$ cat src/rtl/score_seg_display_pkg.sv
// Shared game definitions for the score display.
// Holds the FSM state encoding, the default WIN/LOSE thresholds, the glyph
// segment patterns and the display-code helpers used by the sequencer and
// the decoder.
package score_seg_display_pkg;

  // FSM state encoding
  localparam logic [1:0] ST_PLAY = 2'd0;
  localparam logic [1:0] ST_WIN  = 2'd1;
  localparam logic [1:0] ST_LOSE = 2'd2;

  // Default game thresholds
  localparam logic [3:0] WIN_SCORE_DEF  = 4'd10;
  localparam logic [3:0] MISS_LIMIT_DEF = 4'd5;

  // Segment patterns {g,f,e,d,c,b,a}, active-low
  localparam logic [6:0] SEG_BLANK = 7'b1111111;
  localparam logic [6:0] SEG_P     = 7'b0001100;
  localparam logic [6:0] SEG_C     = 7'b1000110;
  localparam logic [6:0] SEG_E     = 7'b0000110;

  // Display code: MSB clear selects hex digit 0-F in the low nibble,
  // MSB set selects a glyph or blank.
  typedef logic [4:0] disp_code_t;

  localparam disp_code_t CODE_BLANK = 5'h10;
  localparam disp_code_t CODE_P     = 5'h11;
  localparam disp_code_t CODE_C     = 5'h12;
  localparam disp_code_t CODE_E     = 5'h13;

  function automatic disp_code_t hex_code(input logic [3:0] v);
    return {1'b0, v};
  endfunction

  // Ones digit of a 0-15 value
  function automatic logic [3:0] ones_digit(input logic [3:0] v);
    return (v >= 4'd10) ? (v - 4'd10) : v;
  endfunction

endpackage

$ cat src/rtl/score_seg_display_if.sv
// Game status bus into the score display.
//   score : hit count, 0-15
//   miss  : miss count, 0-15
//   dir   : player direction code
// master drives the bus (game logic), slave receives it (display).
interface score_seg_display_if;
  logic [3:0] score;
  logic [3:0] miss;
  logic [1:0] dir;

  modport master (output score, miss, dir);
  modport slave  (input  score, miss, dir);
endinterface

$ cat src/rtl/seg7_decode.sv
// Combinational 7-segment decoder.
//   code : display code (hex 0-F, or glyph/blank with MSB set)
//   seg  : segments {g,f,e,d,c,b,a}, active-low
// The code is one bit wider than a hex nibble so glyphs and blank do not
// collide with the hex digits.
module seg7_decode
  import score_seg_display_pkg::*;
(
  input  disp_code_t  code,
  output logic [6:0]  seg
);

  always_comb begin
    seg = SEG_BLANK;
    case (code)
      5'h00: seg = 7'b1000000;
      5'h01: seg = 7'b1111001;
      5'h02: seg = 7'b0100100;
      5'h03: seg = 7'b0110000;
      5'h04: seg = 7'b0011001;
      5'h05: seg = 7'b0010010;
      5'h06: seg = 7'b0000010;
      5'h07: seg = 7'b1111000;
      5'h08: seg = 7'b0000000;
      5'h09: seg = 7'b0010000;
      5'h0A: seg = 7'b0001000;
      5'h0B: seg = 7'b0000011;
      5'h0C: seg = 7'b1000110;
      5'h0D: seg = 7'b0100001;
      5'h0E: seg = 7'b0000110;
      5'h0F: seg = 7'b0001110;
      CODE_P: seg = SEG_P;
      CODE_C: seg = SEG_C;
      CODE_E: seg = SEG_E;
      default: seg = SEG_BLANK;
    endcase
  end

endmodule

$ cat src/rtl/score_seg_display.sv
// Scanned 8-digit score display with PLAY/WIN/LOSE game state.
//   clk       : system clock
//   rst       : asynchronous reset, active-low
//   game      : score/miss/dir status bus (slave)
//   an        : digit enables, active-low, one-hot-low while scanning
//   seg       : segments {g,f,e,d,c,b,a}, active-low
//   dp        : decimal point, active-low, always off
//   game_over : high in WIN or LOSE
//   win       : high only in WIN
// Slot map: 7 score tens, 6 score ones, 5 miss tens, 4 miss ones,
// 3 blank, 2 dir, 1 blank, 0 state glyph.
module score_seg_display
  import score_seg_display_pkg::*;
#(
  parameter int unsigned SCAN_DIV   = 100000,
  parameter int unsigned BLINK_DIV  = 250,
  parameter logic [3:0]  WIN_SCORE  = WIN_SCORE_DEF,
  parameter logic [3:0]  MISS_LIMIT = MISS_LIMIT_DEF
) (
  input  logic                 clk,
  input  logic                 rst,
  score_seg_display_if.slave   game,
  output logic [7:0]           an,
  output logic [6:0]           seg,
  output logic                 dp,
  output logic                 game_over,
  output logic                 win
);

  localparam int unsigned SCAN_W  = $clog2(SCAN_DIV + 1);
  localparam int unsigned BLINK_W = $clog2(BLINK_DIV + 1);
  localparam logic [SCAN_W-1:0]  SCAN_LAST  = SCAN_W'(SCAN_DIV - 1);
  localparam logic [BLINK_W-1:0] BLINK_LAST = BLINK_W'(BLINK_DIV - 1);

  logic [3:0]         score_r, miss_r, snap_score, snap_miss;
  logic [1:0]         dir_r, snap_dir;
  logic [1:0]         state, next_state;
  logic [SCAN_W-1:0]  scan_cnt;
  logic [2:0]         slot;
  logic [BLINK_W-1:0] blink_cnt;
  logic               blink_phase;
  logic               scan_wrap, frame_wrap;
  logic [3:0]         show_score, show_miss;
  logic [1:0]         show_dir;
  disp_code_t         code;
  logic [6:0]         seg_dec;

  assign dp = 1'b1;

  // LOSE is checked first so a simultaneous hit on both thresholds loses.
  always_comb begin
    next_state = state;
    if (state == ST_PLAY) begin
      if (miss_r >= MISS_LIMIT)
        next_state = ST_LOSE;
      else if (score_r >= WIN_SCORE)
        next_state = ST_WIN;
    end
  end

  // Input registers, FSM, snapshot and status flags.
  // game_over/win use next_state so they rise together with the state.
  always_ff @(posedge clk or negedge rst) begin
    if (!rst) begin
      score_r    <= '0;
      miss_r     <= '0;
      dir_r      <= '0;
      snap_score <= '0;
      snap_miss  <= '0;
      snap_dir   <= '0;
      state      <= ST_PLAY;
      game_over  <= 1'b0;
      win        <= 1'b0;
    end else begin
      score_r   <= game.score;
      miss_r    <= game.miss;
      dir_r     <= game.dir;
      state     <= next_state;
      game_over <= (next_state != ST_PLAY);
      win       <= (next_state == ST_WIN);
      if (state == ST_PLAY && next_state != ST_PLAY) begin
        snap_score <= score_r;
        snap_miss  <= miss_r;
        snap_dir   <= dir_r;
      end
    end
  end

  assign scan_wrap  = (scan_cnt == SCAN_LAST);
  assign frame_wrap = scan_wrap && (slot == 3'd7);

  // Scan timing and blink phase
  always_ff @(posedge clk or negedge rst) begin
    if (!rst) begin
      scan_cnt    <= '0;
      slot        <= '0;
      blink_cnt   <= '0;
      blink_phase <= 1'b0;
    end else begin
      if (scan_wrap) begin
        scan_cnt <= '0;
        slot     <= slot + 3'd1;
      end else begin
        scan_cnt <= scan_cnt + 1'b1;
      end

      if (state == ST_PLAY) begin
        blink_cnt   <= '0;
        blink_phase <= 1'b0;
      end else if (frame_wrap) begin
        if (blink_cnt == BLINK_LAST) begin
          blink_cnt   <= '0;
          blink_phase <= ~blink_phase;
        end else begin
          blink_cnt <= blink_cnt + 1'b1;
        end
      end
    end
  end

  // PLAY shows live values; the end states show the frozen snapshot.
  always_comb begin
    show_score = (state == ST_PLAY) ? score_r : snap_score;
    show_miss  = (state == ST_PLAY) ? miss_r  : snap_miss;
    show_dir   = (state == ST_PLAY) ? dir_r   : snap_dir;
  end

  // Tens digit of a 0-15 value is either 1 or suppressed.
  always_comb begin
    code = CODE_BLANK;
    case (slot)
      3'd7: code = (show_score >= 4'd10) ? hex_code(4'd1) : CODE_BLANK;
      3'd6: code = hex_code(ones_digit(show_score));
      3'd5: code = (show_miss >= 4'd10) ? hex_code(4'd1) : CODE_BLANK;
      3'd4: code = hex_code(ones_digit(show_miss));
      3'd2: code = hex_code({2'b00, show_dir});
      3'd0: begin
        case (state)
          ST_PLAY: code = CODE_P;
          ST_WIN:  code = CODE_C;
          default: code = CODE_E;
        endcase
      end
      default: code = CODE_BLANK;
    endcase
  end

  seg7_decode u_seg7_decode (
    .code (code),
    .seg  (seg_dec)
  );

  // an and seg are registered from the same slot so they switch together.
  always_ff @(posedge clk or negedge rst) begin
    if (!rst) begin
      an  <= '1;
      seg <= SEG_BLANK;
    end else begin
      an  <= (state != ST_PLAY && blink_phase) ? 8'hFF : ~(8'b1 << slot);
      seg <= seg_dec;
    end
  end

endmodule
$ cat src/flat_wrapper.sv
// flat-port wrapper written by rule: the top's interface ports become plain ports
module score_seg_display_flat import score_seg_display_pkg::*;
#(
  parameter int unsigned SCAN_DIV   = 100000,
  parameter int unsigned BLINK_DIV  = 250,
  parameter logic [3:0]  WIN_SCORE  = WIN_SCORE_DEF,
  parameter logic [3:0]  MISS_LIMIT = MISS_LIMIT_DEF
)
  (clk, rst, an, seg, dp, game_over, win, game_score, game_miss, game_dir);
  score_seg_display_if game_i ();
  input  logic clk;
  input  logic rst;
  output logic [7:0] an;
  output logic [6:0] seg;
  output logic dp;
  output logic game_over;
  output logic win;
  input wire logic [$bits(game_i.score)-1:0] game_score;
  input wire logic [$bits(game_i.miss)-1:0] game_miss;
  input wire logic [$bits(game_i.dir)-1:0] game_dir;
  assign game_i.score = game_score;
  assign game_i.miss = game_miss;
  assign game_i.dir = game_dir;
  score_seg_display #(.SCAN_DIV(SCAN_DIV), .BLINK_DIV(BLINK_DIV), .WIN_SCORE(WIN_SCORE), .MISS_LIMIT(MISS_LIMIT)) u_core (.clk(clk), .rst(rst), .game(game_i), .an(an), .seg(seg), .dp(dp), .game_over(game_over), .win(win));
endmodule
$ cat config.mk
export PLATFORM = sky130hd
export DESIGN_NAME = score_seg_display_flat
export DESIGN_NICKNAME = d
export VERILOG_FILES = /design/src/rtl/score_seg_display_pkg.sv /design/src/rtl/score_seg_display_if.sv /design/src/rtl/seg7_decode.sv /design/src/rtl/score_seg_display.sv /design/src/flat_wrapper.sv
export SDC_FILE = /design/constraint.sdc
export NUM_CORES = 1
export LEC_CHECK = 0
export BUFFER_PORTS_ARGS = -buffer_cell sky130_fd_sc_hd__buf_2
export CAP_MARGIN = 20
export CORE_MARGIN = 8
export CORE_UTILIZATION = 47
export CTS_BUF_LIST = sky130_fd_sc_hd__clkbuf_8
export CTS_CLUSTER_DIAMETER = 100
export DETAILED_ROUTE_END_ITERATION = 8
export HOLD_SLACK_MARGIN = 0.12
export PLACE_DENSITY = 0.62
export RECOVER_POWER = 25
export SLEW_MARGIN = 20
export SYNTH_ARGS = -nofsm -noshare
export SYNTH_HDL_FRONTEND = slang
export SYNTH_SLANG_ARGS = --single-unit
$ cat constraint.sdc
create_clock -name clk -period 3.8 [get_ports clk]
set_clock_uncertainty 0.2 [all_clocks]
set_input_delay 0 -clock clk [delete_from_list [all_inputs] [get_ports clk]]
set_output_delay 0 -clock clk [all_outputs]
set_load 0.02 [all_outputs]
; ---- After elaboration in Yosys (flattened, before gate mapping)
; Memory sizes are Yosys's and may differ from the RTL's. A register that Yosys moved wholly into a read port is not among the register bits.
; Cells that the tools add are included.
[totals]
out_inout_bits = 18
rom_bits = 224
inputBits = 12
ff_bits = 61
memories = 1
[mem_list]
columns = name, words, word_bits, rd, rd_clocked_by_memory_dff, wr, line
row1 = (name not given), 32, 7, 1, 1, 0, seg7_decode.sv:15  ; case (code)
[classes]
shift = 1
eq_ne = 9
magnitude_cmp = 4
muxes = 20
reduce_logical = 11
add_sub_neg = 5
bitwise = 2
[op_table]
columns = op, count
row1 = 2-to-1 mux 8 bit, 4
row2 = one-hot mux 5 bit (6 select lines), 1
row3 = adder 17 x 1 -> 17 bit (second input constant), 1
row4 = equality test 17 bit (second input constant), 1
row5 = 2-to-1 mux 17 bit, 1
row6 = 2-to-1 mux 4 bit, 4
row7 = equality test 3 bit (second input constant), 4
row8 = >= comparator 4 bit (second input constant), 3
row9 = 2-to-1 mux 5 bit, 2
row10 = adder 8 x 1 -> 8 bit (second input constant), 1
row11 = equality test 8 bit (second input constant), 1
row12 = 2-to-1 mux 2 bit, 4
row13 = inverter 8 bit, 1
row14 = nonzero test 2 bit, 4
row15 = left shift 1 x 3 -> 8 bit (first input constant), 1
row16 = subtractor 4 bit (second input constant), 2
row17 = equality test 2 x 1 -> 1 bit (second input constant), 2
row18 = >= comparator 4 x 3 -> 1 bit (second input constant), 1
row19 = one-hot mux 2 bit (2 select lines), 1
row20 = adder 3 x 1 -> 3 bit (second input constant), 1
row21 = equality test 3 x 2 -> 1 bit (second input constant), 1
row22 = logical AND 1 bit, 3
row23 = zero test 3 bit, 1
row24 = 2-to-1 mux 1 bit, 3
row25 = other kinds (4), 4

; ---- Longest topological paths before layout
; Gate-level depths: netlist of the first run.
[depth]
depth_word = 6
ltp_mapped = 12
mapped_depth_nobuf = 11

; ---- Cells and area by module
; From an unflattened synthesis of the first run, not the netlist that was laid out.
[unflattened]
hier_cells = 343
area_unflattened_um2 = 3617.2
[modules_own_cells]
columns = module, instances, cells_per_inst, area_per_inst_um2
row1 = score_seg_display, 1, 297, 3273.1
row2 = seg7_decode, 1, 46, 344.1

; ---- Worst setup path before layout of the first run
; Ideal clock, no wire load.
[synth_timing]
path_kind = register -> register
from = register u_core.state[0]
to = register u_core.seg[3]
t_arrival_ns = 2.849
path_buffers = 2
path_stages_with_launch = 12
required_ns = 3.527
slack_ns = 0.678
cell_sequence = dfrtp_1 or2_2 clkbuf_1 clkbuf_1 a32oi_1 a21oi_1 o32ai_1 inv_1 ha_1 mux2i_1 mux2_2 a21oi_1
[synth_between]
elab_chain_len = 5
[synth_rtl]
columns = item, line
row1 = start: declaration, score_seg_display.sv:37  ; logic [1:0] state, next_state;
row2 = start signal: assignment, score_seg_display.sv:78  ; state <= next_state;
row3 = zero test 2 bit, --
row4 = "2-to-1 mux 4 bit, on equally long branches", "score_seg_display.sv:124, score_seg_display.sv:123"
row5 = subtractor 4 bit (tied with other cells), score_seg_display_pkg.sv:37  ; return (v >= 4'd10) ? (v - 4'd10) : v;
row6 = 2-to-1 mux 4 bit (tied with other cells), score_seg_display_pkg.sv:37
row7 = one-hot mux 5 bit (6 select lines) *, score_seg_display.sv:131  ; case (slot)
row8 = end: declaration, score_seg_display.sv:24  ; output logic [6:0] seg,
; Mark *: on every way between the ends. The rest lies on a longest branch, timed or not.
; A chain may end at the register's enable or synchronous reset.

; ---- Worst setup path after layout of the first run
[layout_timing]
from = register u_core.state[1]
to = register u_core.seg[3]
; The elaborated chain is that of the path after synthesis.

==> results.tsv, run 1 <==
stage	metric	value	unit
run_status	status	finished, violations left	
run_status	failing checks	capacitance limit, slew limit	
placed_design	PortBufs	28	
grt	vias in the first global route	2608	
synthesis	Post-synth EDFFs	0	
sta	TNS Setup	0	ps
die	FP Rows	31	
power	Pwr Density	372	nW/um2
synthesis	Synth Instances	335	
die	die outline height	102	um
synthesis	Synth top area share	38.1	%
sta	period utilisation layout	87.2	%
sta	RSZ-0062 raised after global routing	no	
sta	Final setup viols	0	
placed_design	HPWL Detailed	4.92	mm
job	Max-Cap Viols	1	
sta	Max Slew Vio Count	40	
grt	Overflow after GRT	0	
synthesis	Seq/Total Area, Yosys	49.4	%
worst_setup_path	startpoint type of the worst setup path	flop	
drt	total wire length	7.25	mm
worst_setup_path	Setup CP Type	reg -> reg	
worst_setup_path	Critical Path AT	3390	ps
power	Final Power	0.00154	W
power	switching share of power	23.3	%
cts	Root Buffer	clkbuf_8	
layout	diode count	0	
synthesis	Yosys top cell by area	dfrtp_1	
hold_path	HP Class	reg -> reg	
grt	largest net degree at the start of global routing	40	
drt	routed length per placed instance	14.8	um
sta	Max Freq	0.302	GHz
grt	antenna violations before repair	0	
synthesis	top_reg_cell synth	dfrtp_1	
power	VDD IR-drop max	0.000153	V
layout	layout cells sized above 1	20.5	%
worst_setup_path	Worst Path Max Fanout	21	
drt	DR iter-0 viols	80	
layout	fin nets	415	
cts	Hold Buf Count CTS	21	
cts	CTS sink count	68	
layout	Syn-to-layout area delta	19.4	%
cts	Post-CTS Setup Bufs	0	
worst_setup_path	WP data required	3880	ps
placed_design	GP Congestion	0.818	
synthesis	Mapped Area	3480	um2
power	Psw	0.000359	W
cts	Clk Latency, worst-skew pair	340	ps
power	Leak	1.82	nW
cts	Clock Pin Slew Worst Setup and Hold Paths	80	ps
cts	htree depth	3	
synthesis	top post-synthesis cells by area	dfrtp_1, dfstp_2, ha_1	
grt	Overall Global Routing Usage	15.2	%
sta	Worst slew margin	-33.4	%
synthesis	yosys warns	0	
power	Reg power frac	50.0	%
die	Die Wd	102	um
synthesis	Synth Area per Inst	10.4	um2
die	die area	10400	um2
drt	via/cell ratio	5.34	
drt	post-route ant nets	0	
power	total internal power	0.00119	W
die	core box area	7210	um2
synthesis	ys async rst share	100	%
synthesis	syn_nets	364	
cts	CTS tree	built	
power	clock share of power	43.4	%
die	Initial Utilization	48.2	%
sta	Slew @ Worst Pin	2000	ps
die	# IOs	30	
drt	DRC violation count after routing	0	
worst_setup_path	crit end category	flop	
drt	DR vias	2619	
synthesis	count of different cell masters after synthesis	61	
sta	clock period minus worst slack	3310	ps
drt	Pre-antenna DRT Iters	5	
cts	PostCTS Resize Cnt	0	
synthesis	Yosys reg bits	68	
cts	CTS Buf Count	9	
cts	clock tree buffer depth	2	
power	logic gate share of total power	6.6	%
grt	first-pass GRT wire length	12.4	mm
sta	Final Hold Vio Count	0	
## registers in the layout, indices dropped and copies added (netlist names)
signal	flops
u_core.an	8
u_core.blink_cnt	8
u_core.blink_phase	1
u_core.dir_r	2
u_core.game_over	1
u_core.miss_r	4
u_core.scan_cnt	17
u_core.score_r	4
u_core.seg	7
u_core.slot	3
u_core.snap_dir	2
u_core.snap_miss	4
u_core.snap_score	4
u_core.state	2
u_core.win	1
## per-layer routing
metal  GRT usage, %  vias up  wire (um)
met5              0        -          0
met4           5.76        0         83
met3           4.29        9        304
met2           24.9       39       3610
met1           18.5     1278       3260
li1               -     1293          -
## power by group through the flow
stage	clock, W	combinational (W)	sequential (W)
2_1_floorplan	0	0.0000581	0.000774
3_3_place_gp	0	0.0000841	0.000785
3_5_place_dp	0	0.0000858	0.000784
4_1_cts	0.000688	0.000102	0.000772
5_1_grt	0.000722	0.000114	0.000776
6_report	0.000671	0.000102	0.000772
## critical path, stage by stage, from the launching register on
cell and delay (ps):
dfrtp_1 600, or2_2 520, o21ai_0 280, a32oi_1 140, a32oi_1 460, inv_1 220, ha_1 350, mux2i_1 70
mux2_2 270, a21oi_1 140
## cells in the final DEF (no fill, tap or decap), types with 2 or more instances in the layout
master         synthesis  final
clkinv_4               0      2
a32oi_1                4      4
and2_1                 2      2
a31oi_1                4      4
nand3_1               19     19
mux2_2                 8      8
dlygate4sd3_1          0     21
bufinv_16              0      2
and3_1                 8      8
mux2i_1                7      7
nor4b_1                4      4
o221ai_1               3      3
clkbuf_1               9      3
nor2b_1                4      4
clkbuf_8               0     10
o21a_1                 3      3
nor3_1                 2      2
buf_2                  2     25
dfrtp_1               53     53
nor2_1                22     22
xor2_1                 7      7
a22o_1                 2      2
nand4_1                4      4
nand2b_1               2      2
a21oi_1               10     10
buf_4                  1      5
a2bb2oi_1              3      3
o21ai_0               23     23
dfstp_2               15     15
inv_1                 17     18
nand2_1               32     32
or2_2                  2      2
xnor2_1               12     12
ha_1                  17     17
nor3b_1                2      2
or3b_2                 2      2
## final cells by class
| class | count | area (um2) |
|---|---|---|
| Clock buffer | 10 | 138 |
| Clock inverter | 6 | 88.8 |
| Multi-Input combinational cell | 236 | 1640 |
| Timing Repair Buffer | 54 | 384 |
| Inverter | 17 | 63.8 |
| Sequential cell | 68 | 1720 |
| Fill cell | 635 | 3060 |
| Tap cell | 99 | 124 |
## synth_stat cells, drive strengths merged (3+ instances only)
| cell type | n |
|---|---|
| a21oi | 11 |
| a2bb2oi | 3 |
| a31oi | 4 |
| a32oi | 4 |
| and3 | 8 |
| buf | 5 |
| clkbuf | 9 |
| dfrtp | 53 |
| dfstp | 15 |
| ha | 17 |
| inv | 17 |
| mux2 | 8 |
| mux2i | 7 |
| nand2 | 32 |
| nand3 | 19 |
| nand4 | 4 |
| nor2 | 23 |
| nor2b | 4 |
| nor4b | 4 |
| o21a | 3 |
| o21ai | 23 |
| o221ai | 3 |
| xnor2 | 12 |
| xor2 | 7 |
## path summary, 6_finish.rpt
path                                                  from                               to  slack [ps]  depth (start not counted)
setup / recovery                 u_core.state[1]$_DFF_PN0_          u_core.seg[3]$_DFF_PN1_         490                          9
hold / removal             u_core.blink_cnt[7]$_DFFE_PN0P_  u_core.blink_cnt[7]$_DFFE_PN0P_         270                          1
setup reg to reg                 u_core.state[1]$_DFF_PN0_          u_core.seg[3]$_DFF_PN1_         490                          9
hold reg to reg            u_core.blink_cnt[7]$_DFFE_PN0P_  u_core.blink_cnt[7]$_DFFE_PN0P_         270                          1
max in group asynchronous                              rst           u_core.an[6]$_DFF_PN1_        1490                          3
min in group asynchronous                              rst             u_core.win$_DFF_PN0_         560                          2
## through the flow
step / std cells / setup WS (ps) / cell area, um2 / hold WS (ps) / util [%]
2_1_floorplan: 335 / 678 / 3480 / -496 / -
3_3_place_gp: 453 / 705 / 3720 / -92.2 / 51.6
3_5_place_dp: 453 / 524 / 3720 / -90.3 / 51.6
4_1_cts: 490 / 522 / 4160 / 121 / 57.6
5_1_grt: 490 / 253 / 4160 / 301 / 57.6
6_report: 490 / 488 / 4160 / 270 / 57.6
## kinds of logic (layout without fill, tap and decap cells)
| kind of cell | after synthesis | after routing | synth area share, % |
|---|---|---|---|
| mux | 16 | 16 | 5.25 |
| flops | 68 | 68 | 49.4 |
| compound gates | 69 | 69 | 13.6 |
| buf+inv | 31 | 87 | 3.52 |
| xor+xnor | 19 | 19 | 4.78 |
| simple gates | 114 | 114 | 17.2 |
| fa+ha+maj | 17 | 17 | 6.11 |
| other cells | 1 | 1 | 0.108 |
No activity file was read; power rests on OpenSTA's default activity.
==> inputs of run 2 (changes only) <==
--- a/config.mk
+++ b/config.mk
@@ -9,7 +9,6 @@
 export CAP_MARGIN = 20
 export CORE_MARGIN = 8
 export CORE_UTILIZATION = 47
-export CTS_BUF_LIST = sky130_fd_sc_hd__clkbuf_8
 export CTS_CLUSTER_DIAMETER = 100
 export DETAILED_ROUTE_END_ITERATION = 8
 export HOLD_SLACK_MARGIN = 0.12
==> results.tsv, run 2 (synthesis gave the netlist of run 1 again) <==
stage	metric	value	unit	change
power	Leak	1.81	nW	was 1.82 nW
placed_design	HPWL Detailed	4.92	mm	unchanged
layout	largest register by flop count	u_core.scan_cnt		unchanged
power	clock share of power	43.5	%	was 43.4%
worst_setup_path	crit path cell chain	or2_2 -> o21ai_0 -> a32oi_1 -> a32oi_1 -> inv_1 -> ha_1 -> mux2i_1 -> mux2_2 -> a21oi_1		unchanged
cts	Clock Pin Slew Worst Setup and Hold Paths	80	ps	about the same
worst_setup_path	Setup CP Type	reg -> reg		unchanged
cts	Hold Buf Count CTS	21		unchanged
drt	DR iter-0 viols	80		unchanged
die	Die Wd	102	um	unchanged
cts	Post-CTS Setup Bufs	0		unchanged
layout	most common cell after layout, fill and taps aside	dfrtp_1		unchanged
die	Initial Utilization	48.2	%	unchanged
worst_setup_path	CP most frequent cell	a32oi_1		unchanged
die	die area	10400	um2	unchanged
sta	Final Hold Vio Count	0		unchanged
layout	Syn-to-layout area delta	19.4	%	unchanged
layout	fillers	635		unchanged
drt	via/cell ratio	5.34		unchanged
grt	Overflow after GRT	0		unchanged
drt	post-route ant nets	0		unchanged
power	total internal power	0.00119	W	about the same
sta	Max Slew Vio Count	40		unchanged
power	VDD IR-drop max	0.000155	V	was 0.000153 V
cts	clock tree buffer depth	2		unchanged
cts	PostCTS Resize Cnt	0		unchanged
worst_setup_path	WP data required	3880	ps	about the same
run_status	failing checks	capacitance limit, slew limit		unchanged
drt	DR vias	2619		unchanged
grt	vias in the first global route	2608		unchanged
die	FP Rows	31		unchanged
drt	Pre-antenna DRT Iters	5		unchanged
worst_setup_path	Critical Path AT	3390	ps	about the same
power	Psw	0.000359	W	about the same
sta	RSZ-0062 raised after global routing	no		unchanged
cts	CTS Buf Count	9		unchanged
sta	Slew @ Worst Pin	2000	ps	unchanged
worst_setup_path	Crit. Startpoint	u_core.state[1]$_DFF_PN0_		unchanged
layout	diode count	0		unchanged
layout	Final Core Density	57.6	%	unchanged
sta	period utilisation layout	87.2	%	unchanged
sta	TNS Setup	0	ps	unchanged
die	die outline height	102	um	unchanged
cts	Root Buffer	clkbuf_8		unchanged
worst_setup_path	slowest CP cell	dfrtp_1		unchanged
job	Max-Cap Viols	1		unchanged
worst_setup_path	Worst path max stage delay	600	ps	about the same
sta	Hold Slack	270	ps	unchanged
cts	CTS tree	built		unchanged
drt	DRC violation count after routing	0		unchanged
placed_design	GP Congestion	0.818		unchanged
layout	fin nets	415		unchanged
layout	layout cells sized above 1	20.5	%	unchanged
cts	Clk Latency, worst-skew pair	340	ps	about the same
sta	Worst slew margin	-33.4	%	unchanged
worst_setup_path	R2R Path Start	u_core.state[1]$_DFF_PN0_		unchanged
drt	routed length per placed instance	14.8	um	about the same
layout	commonest non-fill, non-tap cells in the layout	dfrtp_1, nand2_1, buf_2		unchanged
cts	htree depth	3		unchanged
grt	first-pass GRT wire length	12.4	mm	unchanged
sta	clock period minus worst slack	3310	ps	unchanged
drt	total wire length	7.25	mm	about the same
worst_setup_path	startpoint type of the worst setup path	flop		unchanged
layout	max FFs per register	17		unchanged
grt	largest net degree at the start of global routing	40		unchanged
placed_design	PortBufs	28		unchanged
run_status	status	finished, violations left		unchanged
die	core box area	7210	um2	unchanged
worst_setup_path	crit end category	flop		unchanged
layout	largest registers in the final layout	u_core.scan_cnt x17, u_core.an x8, u_core.blink_cnt x8		unchanged
hold_path	HP Class	reg -> reg		unchanged
hold_path	min-delay src	u_core.blink_cnt[7]$_DFFE_PN0P_		unchanged
worst_setup_path	Worst Path Max Fanout	21		unchanged
sta	Final setup viols	0		unchanged
power	Reg power frac	49.9	%	was 50.0%
die	# IOs	30		unchanged
grt	antenna violations before repair	0		unchanged
power	Pwr Density	372	nW/um2	about the same
grt	Overall Global Routing Usage	15.2	%	unchanged
power	switching share of power	23.2	%	was 23.3%
cts	CTS sink count	68		unchanged
power	logic gate share of total power	6.6	%	about the same
sta	Max Freq	0.302	GHz	unchanged
-- run 2: cell types whose count changed in the layout (fill, tap and decap cells not counted) --
cell,before,now
inv_1,18,17
clkbuf_1,3,4
-- run 2: path summary, 6_finish.rpt --
kind                                              endpoint  slack, ps  cells after the start
min                        u_core.blink_cnt[7]$_DFFE_PN0P_        270                      1
min reg2reg                u_core.blink_cnt[7]$_DFFE_PN0P_        270                      1
max in group asynchronous           u_core.an[6]$_DFF_PN1_       1490                      3
min in group asynchronous             u_core.win$_DFF_PN0_        560                      2
max reg2reg                        u_core.seg[3]$_DFF_PN1_        490                      9
max                                u_core.seg[3]$_DFF_PN1_        490                      9
-- run 2: layout make-up --
| type | count | area [um2] | area share (%) |
|---|---|---|---|
| Sequential cell | 68 | 1720 | 41.4 |
| Multi-Input combinational cell | 236 | 1640 | 39.4 |
| Timing Repair Buffer | 54 | 384 | 9.24 |
| Clock buffer | 11 | 141 | 3.40 |
| Tap cell | 99 | 124 | 2.98 |
| Clock inverter | 5 | 85.1 | 2.05 |
| Inverter | 17 | 63.8 | 1.54 |
-- run 2: critical path, delay by kind of cell, from the launching register on --
family,cells,cell delay [ps]
and+or+nand+nor,1,520
DFF,1,600
adders and majority gates,1,350
buffers and inverters,1,220
muxes,2,340
AOI/OAI and AO/OA,4,1020
-- run 2: power groups by stage --
stage                     clock, W  sequential, W  combinational [W]
after floorplan                  0       0.000774          0.0000581
after global placement           0       0.000785          0.0000841
after detailed placement         0       0.000784          0.0000858
after CTS                 0.000691       0.000772           0.000102
after global routing      0.000724       0.000776           0.000114
final                     0.000673       0.000772           0.000102
-- run 2: through the flow --
step	instance area, um2	setup slack, ps	std cells	total power [W]
2_1_floorplan	3480	678	335	0.000832
3_3_place_gp	3720	705	453	0.000869
3_5_place_dp	3720	524	453	0.000870
4_1_cts	4160	522	490	0.00156
5_1_grt	4160	253	490	0.00161
6_report	4160	488	490	0.00155
-- run 2: metal layers --
metal	track usage, %	vias up	wire [um]
met3	4.29	9	304
li1	-	1293	-
met2	24.9	39	3600
met5	0	-	0
met1	18.5	1278	3250
met4	5.76	0	83
==> inputs of run 3 (changes only) <==
--- a/config.mk
+++ b/config.mk
@@ -12,7 +12,7 @@
 export CTS_CLUSTER_DIAMETER = 100
 export DETAILED_ROUTE_END_ITERATION = 8
 export HOLD_SLACK_MARGIN = 0.12
-export PLACE_DENSITY = 0.62
+export PLACE_DENSITY = 0.65
 export RECOVER_POWER = 25
 export SLEW_MARGIN = 20
 export SYNTH_ARGS = -nofsm -noshare
==> results.tsv, run 3 (synthesis gave the netlist of run 1 again) <==
stage	metric	value	unit	change
worst_setup_path	reg2reg path depth	9		unchanged
power	switching share of power	23.0	%	was 23.2%
power	clock share of power	43.4	%	was 43.5%
grt	Overflow after GRT	0		unchanged
grt	vias in the first global route	2569		was 2608
power	total internal power	0.00119	W	about the same
power	logic gate share of total power	6.5	%	was 6.6%
sta	Max Freq	0.297	GHz	was 0.302 GHz
worst_setup_path	Critical Path AT	3440	ps	was 3390 ps
worst_setup_path	startpoint type of the worst setup path	flop		unchanged
die	die area	10400	um2	unchanged
die	die outline height	102	um	unchanged
layout	max FFs per register	17		unchanged
die	core box area	7210	um2	unchanged
power	Psw	0.000355	W	was 0.000359 W
grt	first-pass GRT wire length	12.0	mm	was 12.4 mm
power	Leak	1.78	nW	was 1.81 nW
sta	RSZ-0062 raised after global routing	no		unchanged
drt	DR vias	2658		was 2619
layout	Multi-input gate area	1640	um2	unchanged
cts	CTS Buf Count	9		unchanged
sta	Max Slew Vio Count	43		was 40
cts	Clock Pin Slew Worst Setup and Hold Paths	80	ps	about the same
worst_setup_path	Worst Path Max Fanout	20		was 21
cts	CTS tree	built		unchanged
run_status	status	finished, violations left		unchanged
worst_setup_path	WP data required	3870	ps	was 3880 ps
layout	largest registers in the final layout	u_core.scan_cnt x17, u_core.an x8, u_core.blink_cnt x8		unchanged
placed_design	HPWL Detailed	4.86	mm	was 4.92 mm
die	Initial Utilization	48.2	%	unchanged
grt	largest net degree at the start of global routing	43		was 40
layout	fin nets	415		unchanged
drt	total wire length	7.03	mm	was 7.25 mm
worst_setup_path	R2R Path Start	u_core.state[0]$_DFF_PN0_		was u_core.state[1]$_DFF_PN0_
hold_path	HP Class	reg -> reg		unchanged
sta	Worst slew margin	-46.1	%	was -33.4%
power	Pwr Density	373	nW/um2	was 372 nW/um2
run_status	failing checks	capacitance limit, slew limit		unchanged
grt	antenna violations before repair	0		unchanged
drt	routed length per placed instance	14.4	um	was 14.8 um
cts	Root Buffer	clkbuf_8		unchanged
worst_setup_path	r2r setup slk	430	ps	was 490 ps
worst_setup_path	Setup CP Type	reg -> reg		unchanged
sta	TNS Setup	0	ps	unchanged
worst_setup_path	RR Endpoint	u_core.seg[3]$_DFF_PN1_		unchanged
sta	Final setup viols	0		unchanged
power	VDD IR-drop max	0.000210	V	was 0.000155 V
cts	htree depth	3		unchanged
placed_design	GP Congestion	0.826		was 0.818
cts	Clk Latency, worst-skew pair	350	ps	was 340 ps
sta	period utilisation layout	88.7	%	was 87.2%
drt	Pre-antenna DRT Iters	5		unchanged
drt	DR iter-0 viols	84		was 80
cts	PostCTS Resize Cnt	0		unchanged
layout	most common cell after layout, fill and taps aside	dfrtp_1		unchanged
layout	Syn-to-layout area delta	18.9	%	was 19.4%
drt	post-route ant nets	0		unchanged
worst_setup_path	crit end category	flop		unchanged
drt	via/cell ratio	5.42		was 5.34
layout	diode count	0		unchanged
sta	Slew @ Worst Pin	2190	ps	was 2000 ps
placed_design	PortBufs	28		unchanged
power	Final Power	0.00154	W	was 0.00155 W
die	# IOs	30		unchanged
grt	Overall Global Routing Usage	14.5	%	was 15.2%
layout	layout cells sized above 1	16.6	%	was 20.5%
worst_setup_path	Crit. Startpoint	u_core.state[0]$_DFF_PN0_		was u_core.state[1]$_DFF_PN0_
layout	flip-flop and latch area	1720	um2	unchanged
power	Reg power frac	50.1	%	was 49.9%
drt	DRC violation count after routing	0		unchanged
layout	commonest non-fill, non-tap cells in the layout	dfrtp_1, nand2_1, o21ai_0		was dfrtp_1, nand2_1, buf_2
worst_setup_path	CP endpoint	u_core.seg[3]$_DFF_PN1_		unchanged
sta	Final Hold Vio Count	0		unchanged
cts	CTS sink count	68		unchanged
die	Die Wd	102	um	unchanged
job	Max-Cap Viols	1		unchanged
layout	fillers	675		was 635
layout	largest register by flop count	u_core.scan_cnt		unchanged
cts	clock tree buffer depth	2		unchanged
die	FP Rows	31		unchanged
sta	clock period minus worst slack	3370	ps	was 3310 ps
-- run 3: cell types whose count changed in the layout (fill, tap and decap cells not counted) --
cell / previous run / this run
clkbuf_1: 4 / 19
clkinv_4: 2 / 1
inv_6: 0 / 1
buf_2: 25 / 10
-- run 3: metrics by stage --
step | cells | setup WS (ps) | utilization, % | hold WS, ps | cell area (um2)
after floorplan | 335 | 678 | - | -496 | 3480
after global placement | 453 | 698 | 51.6 | -91.4 | 3720
after detailed placement | 453 | 466 | 51.6 | -90.6 | 3720
after CTS | 490 | 426 | 57.6 | 151 | 4160
after global routing | 490 | 169 | 57.3 | 306 | 4140
final | 490 | 428 | 57.3 | 293 | 4140
-- run 3: what timing repair did --
item	4_1_cts	5_1_grt
buffers inserted	0	0
hold buffers	21	0
hold endpoints to repair	51	0
-- run 3: worst max-delay path, cell delays in order (launching register included) --
cell	delay, ps
dfrtp_1	600
or2_2	540
o21ai_0	310
a32oi_1	150
a32oi_1	450
inv_1	200
ha_1	360
mux2i_1	80
mux2_2	270
a21oi_1	150
-- run 3: layout make-up --
cell class	count	share of cell area (%)
Clock inverter	5	2.06
Tap cell	99	2.99
Multi-Input combinational cell	236	39.6
Inverter	17	1.54
Clock buffer	11	3.42
Timing Repair Buffer	54	8.83
Sequential cell	68	41.6
-- run 3: how the worst min path moves through the flow --
stage	depth (start not counted)	startpoint	slack, ps	to
after floorplan	0	rst	-500	u_core.blink_cnt[0]$_DFFE_PN0P_
after global placement	1	game_score[0]	-90	u_core.score_r[0]$_DFF_PN0_
after detailed placement	1	game_score[1]	-90	u_core.score_r[1]$_DFF_PN0_
after CTS	2	rst	150	u_core.dir_r[1]$_DFF_PN0_
after global routing	1	u_core.blink_cnt[7]$_DFFE_PN0P_	310	u_core.blink_cnt[7]$_DFFE_PN0P_
final	1	u_core.blink_cnt[7]$_DFFE_PN0P_	290	u_core.blink_cnt[7]$_DFFE_PN0P_
-- run 3: power by group through the flow --
stage | clock (W) | combinational [W] | sequential, W
CTS | 0.000690 | 0.000101 | 0.000772
global placement | 0 | 0.0000830 | 0.000785
global route | 0.000717 | 0.000115 | 0.000776
floorplan | 0 | 0.0000581 | 0.000774
detailed placement | 0 | 0.0000844 | 0.000785
finish | 0.000670 | 0.000100 | 0.000773
-- run 3: routing by layer --
layer | global-route usage (%) | vias to the layer above | part of all wire, %
met5 | 0 | - | 0
met4 | 5.30 | 0 | 1.3
met3 | 3.54 | 11 | 4.1
met2 | 23.2 | 59 | 48
met1 | 18.6 | 1300 | 47
li1 | - | 1288 | -
